File: src/rtl/main_fsm.sv
// rtl/main_fsm.sv - multicycle RV32I control state machine (lw, sw, R, I, jal, beq)
module main_fsm (
   input  logic       clk,
   input  logic       reset,
   input  logic [6:0] op,
   input  logic       Zero,
   output logic       PCWrite,
   output logic       AdrSrc,
   output logic       MemWrite,
   output logic       IRWrite,
   output logic       RegWrite,
   output logic [1:0] ResultSrc,
   output logic [1:0] ALUSrcA,
   output logic [1:0] ALUSrcB,
   output logic [1:0] ALUOp,
   output logic [3:0] state
);

   localparam logic [6:0] OP_LW  = 7'b0000011;
   localparam logic [6:0] OP_SW  = 7'b0100011;
   localparam logic [6:0] OP_R   = 7'b0110011;
   localparam logic [6:0] OP_I   = 7'b0010011;
   localparam logic [6:0] OP_JAL = 7'b1101111;
   localparam logic [6:0] OP_BEQ = 7'b1100011;

   // Codes 11..15 are never entered; the decoders treat them as all-zero outputs and return to Fetch.
   typedef enum logic [3:0] {
      S_FETCH    = 4'd0,
      S_DECODE   = 4'd1,
      S_MEMADR   = 4'd2,
      S_MEMREAD  = 4'd3,
      S_MEMWB    = 4'd4,
      S_MEMWRITE = 4'd5,
      S_EXECR    = 4'd6,
      S_EXECI    = 4'd7,
      S_ALUWB    = 4'd8,
      S_JAL      = 4'd9,
      S_BEQ      = 4'd10
   } state_t;

   state_t state_q;
   state_t state_d;

   // Per-state Moore values before the reset override is applied.
   logic       pc_update;
   logic       branch;
   logic       adr_src_s;
   logic       mem_write_s;
   logic       ir_write_s;
   logic       reg_write_s;
   logic [1:0] result_src_s;
   logic [1:0] alu_src_a_s;
   logic [1:0] alu_src_b_s;
   logic [1:0] alu_op_s;

   // State register: reset returns to Fetch from any state, even mid-instruction.
   always_ff @(posedge clk) begin
      if (reset) begin
         state_q <= S_FETCH;
      end else begin
         state_q <= state_d;
      end
   end

   // Next-state logic; op is only consulted in Decode and MemAdr.
   always_comb begin
      state_d = S_FETCH;
      case (state_q)
         S_FETCH:    state_d = S_DECODE;
         S_DECODE: begin
            case (op)
               OP_LW, OP_SW: state_d = S_MEMADR;
               OP_R:         state_d = S_EXECR;
               OP_I:         state_d = S_EXECI;
               OP_JAL:       state_d = S_JAL;
               OP_BEQ:       state_d = S_BEQ;
               default:      state_d = S_FETCH;
            endcase
         end
         S_MEMADR: begin
            if (op == OP_LW) begin
               state_d = S_MEMREAD;
            end else if (op == OP_SW) begin
               state_d = S_MEMWRITE;
            end else begin
               state_d = S_FETCH;
            end
         end
         S_MEMREAD:  state_d = S_MEMWB;
         S_MEMWB:    state_d = S_FETCH;
         S_MEMWRITE: state_d = S_FETCH;
         S_EXECR:    state_d = S_ALUWB;
         S_EXECI:    state_d = S_ALUWB;
         S_ALUWB:    state_d = S_FETCH;
         S_JAL:      state_d = S_ALUWB;
         S_BEQ:      state_d = S_FETCH;
         default:    state_d = S_FETCH;
      endcase
   end

   // Moore output decode: everything not named for a state stays 0.
   always_comb begin
      pc_update    = 1'b0;
      branch       = 1'b0;
      adr_src_s    = 1'b0;
      mem_write_s  = 1'b0;
      ir_write_s   = 1'b0;
      reg_write_s  = 1'b0;
      result_src_s = 2'b00;
      alu_src_a_s  = 2'b00;
      alu_src_b_s  = 2'b00;
      alu_op_s     = 2'b00;
      case (state_q)
         S_FETCH: begin
            ir_write_s   = 1'b1;
            alu_src_b_s  = 2'b10;
            result_src_s = 2'b10;
            pc_update    = 1'b1;
         end
         S_DECODE: begin
            alu_src_a_s = 2'b01;
            alu_src_b_s = 2'b01;
         end
         S_MEMADR: begin
            alu_src_a_s = 2'b10;
            alu_src_b_s = 2'b01;
         end
         S_MEMREAD: begin
            adr_src_s = 1'b1;
         end
         S_MEMWB: begin
            result_src_s = 2'b01;
            reg_write_s  = 1'b1;
         end
         S_MEMWRITE: begin
            adr_src_s   = 1'b1;
            mem_write_s = 1'b1;
         end
         S_EXECR: begin
            alu_src_a_s = 2'b10;
            alu_op_s    = 2'b10;
         end
         S_EXECI: begin
            alu_src_a_s = 2'b10;
            alu_src_b_s = 2'b01;
            alu_op_s    = 2'b10;
         end
         S_ALUWB: begin
            reg_write_s = 1'b1;
         end
         S_JAL: begin
            alu_src_a_s = 2'b01;
            alu_src_b_s = 2'b10;
            pc_update   = 1'b1;
         end
         S_BEQ: begin
            alu_src_a_s = 2'b10;
            alu_op_s    = 2'b01;
            branch      = 1'b1;
         end
         default: begin
            pc_update = 1'b0;
         end
      endcase
   end

   // Reset override: show Fetch selects but keep every write enable off; PCWrite follows Zero live.
   always_comb begin
      PCWrite   = 1'b0;
      AdrSrc    = 1'b0;
      MemWrite  = 1'b0;
      IRWrite   = 1'b0;
      RegWrite  = 1'b0;
      ResultSrc = 2'b10;
      ALUSrcA   = 2'b00;
      ALUSrcB   = 2'b10;
      ALUOp     = 2'b00;
      if (!reset) begin
         PCWrite   = pc_update | (branch & Zero);
         AdrSrc    = adr_src_s;
         MemWrite  = mem_write_s;
         IRWrite   = ir_write_s;
         RegWrite  = reg_write_s;
         ResultSrc = result_src_s;
         ALUSrcA   = alu_src_a_s;
         ALUSrcB   = alu_src_b_s;
         ALUOp     = alu_op_s;
      end
   end

   assign state = state_q;

endmodule

File: config.mk
export PLATFORM = sky130hd
export DESIGN_NAME = main_fsm
export DESIGN_NICKNAME = d
export VERILOG_FILES = /design/src/rtl/main_fsm.sv
export SDC_FILE = /design/constraint.sdc
export NUM_CORES = 1
export LEC_CHECK = 0
export ABC_CLOCK_PERIOD_IN_PS = 1600
export CAP_MARGIN = 20
export CORE_MARGIN = 5
export CORE_UTILIZATION = 37
export DETAILED_ROUTE_END_ITERATION = 8
export PLACE_DENSITY = 0.84
export SETUP_SLACK_MARGIN = 0.3
export SLEW_MARGIN = 20
export SYNTH_ARGS = -nofsm -noshare
export SYNTH_HDL_FRONTEND = slang
export SYNTH_SLANG_ARGS = --single-unit
File: constraint.sdc
create_clock -name clk -period 1.6 [get_ports clk]
set_clock_uncertainty 0.05 [all_clocks]
set_input_delay 0.32 -clock clk [delete_from_list [all_inputs] [get_ports clk]]
set_output_delay 0.32 -clock clk [all_outputs]
set_load 0.01 [all_outputs]
==> results_tabular.tex <==
\begin{tabular}{lr}
\hline
Metric & Value \\
\hline
\multicolumn{2}{l}{\textbf{Synth}} \\
Post-synth net total & 75 \\
Biggest area consumer among synthesized cells & sky130\_fd\_sc\_hd\_\_dfxtp\_1 \\
Share of the synthesized area in the top cell type & 16.5\% \\
Syn Area/Cell & 7.49 um\^{}2 \\
Distinct cells, synth & 34 \\
Synth area leaders & sky130\_fd\_sc\_hd\_\_dfxtp\_1 (16\%), sky130\_fd\_sc\_hd\_\_xnor2\_1 (7.2\%), sky130\_fd\_sc\_hd\_\_a21oi\_1 (5.1\%) \\
Number of synthesized flops with an enable pin & 0 \\
Most numerous cell types in the synthesized netlist & sky130\_fd\_sc\_hd\_\_a21oi\_1 (5), sky130\_fd\_sc\_hd\_\_buf\_2 (5), sky130\_fd\_sc\_hd\_\_nor3\_1 (5) \\
Flops \& latches, synth & 4 \\
Gate count of the mapped netlist & 65 \\
Most frequently used flop master after synthesis & sky130\_fd\_sc\_hd\_\_dfxtp\_1 \\
Number of warnings reported in the yosys synthesis log & 0 \\
Post-synth design cell area & 487 um\^{}2 \\
Post-synthesis sequential area ratio & 16.5\% \\
Proportion of synthesized flip-flops having asynchronous set or reset & 0\% \\
\multicolumn{2}{l}{\textbf{Min path}} \\
Path category of the worst min-delay check & in2reg \\
Startpoint of the worst hold path & reset \\
Worst Hold Endpoint & state[3]\$\_SDFF\_PP0\_ \\
Count of cells along the worst hold path & 3 \\
\multicolumn{2}{l}{\textbf{Route}} \\
WL final & 3030 um \\
DR pass1 iterations & 4 \\
Routed Antenna Nets & 0 \\
Routed wire length per instance & 22.0 um \\
Via count & 836 \\
Residual DRC count & 0 \\
Violation count after the first detailed-route iteration & 25 \\
Via density & 6.06 \\
\multicolumn{2}{l}{\textbf{Power and ir drop}} \\
Peak supply drop & 0.363 mV \\
Overall power of the completed layout & 433 uW \\
Leak pwr & 0.558 nW \\
Power per unit of standard cell area & 363 nW/um\^{}2 \\
\multicolumn{2}{l}{\textbf{Status}} \\
Result of the run & complete, but fails checks \\
Violated checks & negative setup slack \\
\multicolumn{2}{l}{\textbf{Cells and area}} \\
Ratio of cells with drive above 1 in the final layout & 69.9\% \\
Reg area & 95.1 um\^{}2 \\
Antenna fix cells & 0 \\
Final design area excluding fillers & 1190 um\^{}2 \\
Max FFs per register & 4 \\
P\&R area growth vs syn & 145\% \\
Multi-input gate area & 503 um\^{}2 \\
Number of fillers in the final layout & 36 \\
Final Net Count & 135 \\
\multicolumn{2}{l}{\textbf{CTS}} \\
Count of hold buffers inserted by post-cts repair & 0 \\
Maximum count of clock buffers along a single path & 2 \\
TritonCTS Sinks & 4 \\
Later-pin clock latency in the skew report & 0.24 ns \\
Cell chosen for the clock root & sky130\_fd\_sc\_hd\_\_clkbuf\_4 \\
CTS tree & done \\
Max H-tree Level & 1 \\
Post-CTS clock slew at the launch and capture registers of the worst setup and hold paths & 0.04 ns \\
CTS buffer count & 3 \\
\multicolumn{2}{l}{\textbf{Critical path}} \\
Type of the setup path with the least slack & reg2out \\
Reg2reg end & state[2]\$\_SDFF\_PP0\_ \\
Maximum fanout count along the critical path & 5 \\
Critical register-to-register path startpoint & state[0]\$\_SDFF\_PP0\_ \\
Signal arrival time at the worst endpoint & 1.37 ns \\
Number of cell instances on the worst register-to-register path & 7 \\
Worst reg2reg setup slack & 0.17 ns \\
CP Data Required Time & 1.23 ns \\
Worst setup SP type & flop \\
Kind of end point of the critical path & output port \\
\multicolumn{2}{l}{\textbf{Timing}} \\
Shortest period the worst path allows & 1.74 ns \\
Fmax & 574 MHz \\
Pins over their slew limit & 0 \\
Actual transition at the worst max-transition pin & 0.264 ns \\
Post-route setup slack & -0.143 ns \\
Tightest slew margin relative to the limit & 82.1\% \\
Hold Violations, Final & 0 \\
Setup-violating endpoint count in the final report & 8 \\
Unrepaired setup endpoints after global routing & true \\
Post-route fraction of the period consumed by the critical path & 109\% \\
\multicolumn{2}{l}{\textbf{GRT}} \\
Global-route wire length before repair & 3600 um \\
Initial antenna violation count & 0 \\
Overflow after GRT & 0 \\
Global router's overall resource usage & 23.7\% \\
Number of global-route vias before repair & 786 \\
Maximum number of pins on one net before global-route repair & 8 \\
\multicolumn{2}{l}{\textbf{Floorplanning}} \\
Initial standard-cell utilization of the core & 38.4\% \\
Std-Cell Core Area & 1270 um\^{}2 \\
Top Ports & 27 \\
Site Rows & 13 \\
Full die area & 2140 um\^{}2 \\
Die X & 46.3 um \\
Die height & 46.3 um \\
\multicolumn{2}{l}{\textbf{Placement}} \\
Cell Area, Placed & 895 um\^{}2 \\
Detailed Place HPWL & 1270 um \\
Port buffer count & 26 \\
Global placement routability congestion & 0.843 \\
\multicolumn{2}{l}{\textbf{Run}} \\
Max-cap check violation count & 0 \\
\hline
\end{tabular}
-- metal layers --
| layer | track usage [%] | vias to the layer above | wire length, um |
|---|---|---|---|
| li1 | - | 357 | - |
| met2 | 45.3 | 68 | 1550 |
| met1 | 25.5 | 393 | 1120 |
| met4 | 8.52 | 0 | 159 |
| met3 | 3.52 | 18 | 200 |
| met5 | 0 | - | 0 |
-- metrics by stage --
stage	setup TNS [ns]	cells	worst slack (ns)	hold WS, ns	util [%]
2_1_floorplan	0	65	0.215	0.417	-
3_3_place_gp	-6.23	115	-0.566	0.646	70.5
3_5_place_dp	-6.54	115	-0.580	0.655	70.5
4_1_cts	-0.142	132	-0.0437	0.528	86.4
5_1_grt	-1.36	138	-0.227	0.399	94.1
6_report	-0.896	138	-0.143	0.395	94.1
-- what timing repair did --
item | in CTS | in global routing
buffers inserted | 14 | 6
pin swaps | 7 | 11
resized for setup | 107 | 14
setup endpoints to repair | 20 | 20
-- cells by family (layout without fill, tap and decap cells) --
kind of cell | after synthesis | in the layout | share of synthesized area, %
simple gates | 33 | 33 | 45.0
compound gates | 14 | 14 | 19.8
buf+inv | 9 | 67 | 9.77
flops | 4 | 4 | 16.5
xor+xnor | 5 | 5 | 9.00
-- how the worst max path moves through the flow --
stage / from / endpoint / slack [ns] / depth (start not counted)
floorplan: state[2]$_SDFF_PP0_ / IRWrite / 0.22 / 3
global placement: reset / IRWrite / -0.57 / 4
detailed placement: reset / IRWrite / -0.58 / 4
CTS: state[2]$_SDFF_PP0_ / ResultSrc[1] / -0.04 / 4
global route: state[2]$_SDFF_PP0_ / RegWrite / -0.23 / 5
finish: state[2]$_SDFF_PP0_ / RegWrite / -0.14 / 5
-- power by group --
group,leakage (nW),total (mW),internal (mW),switching (mW)
Sequential,0.0355,0.103,0.0977,0.00566
Clock,0.0138,0.136,0.0846,0.0516
Combinational,0.509,0.194,0.106,0.0882
-- layout by cell type (no fill, tap or decap), types with 3 or more instances in the layout --
| master | n |
|---|---|
| sky130_fd_sc_hd__dfxtp_4 | 4 |
| sky130_fd_sc_hd__nor3_2 | 4 |
| sky130_fd_sc_hd__a21oi_1 | 4 |
| sky130_fd_sc_hd__buf_6 | 19 |
| sky130_fd_sc_hd__buf_2 | 13 |
| sky130_fd_sc_hd__clkdlybuf4s50_1 | 6 |
| sky130_fd_sc_hd__buf_4 | 17 |
| sky130_fd_sc_hd__clkbuf_4 | 3 |
| sky130_fd_sc_hd__nand2_2 | 3 |
-- critical path: stages (launching register included) --
cell                      delay (ns)
sky130_fd_sc_hd__dfxtp_4        0.35
sky130_fd_sc_hd__buf_6          0.14
sky130_fd_sc_hd__buf_12         0.13
sky130_fd_sc_hd__xnor2_4        0.12
sky130_fd_sc_hd__nor4_2         0.19
sky130_fd_sc_hd__buf_2          0.20
-- area by class of cell --
cell class	instances	area share [%]
multi-input cells	52	42.1
well taps	15	1.57
flip-flops and latches	4	7.97
repair buffers	61	45.5
inverters	3	0.943
clock buffers	3	1.89
Note: power is estimated with default switching activity, not from simulation.
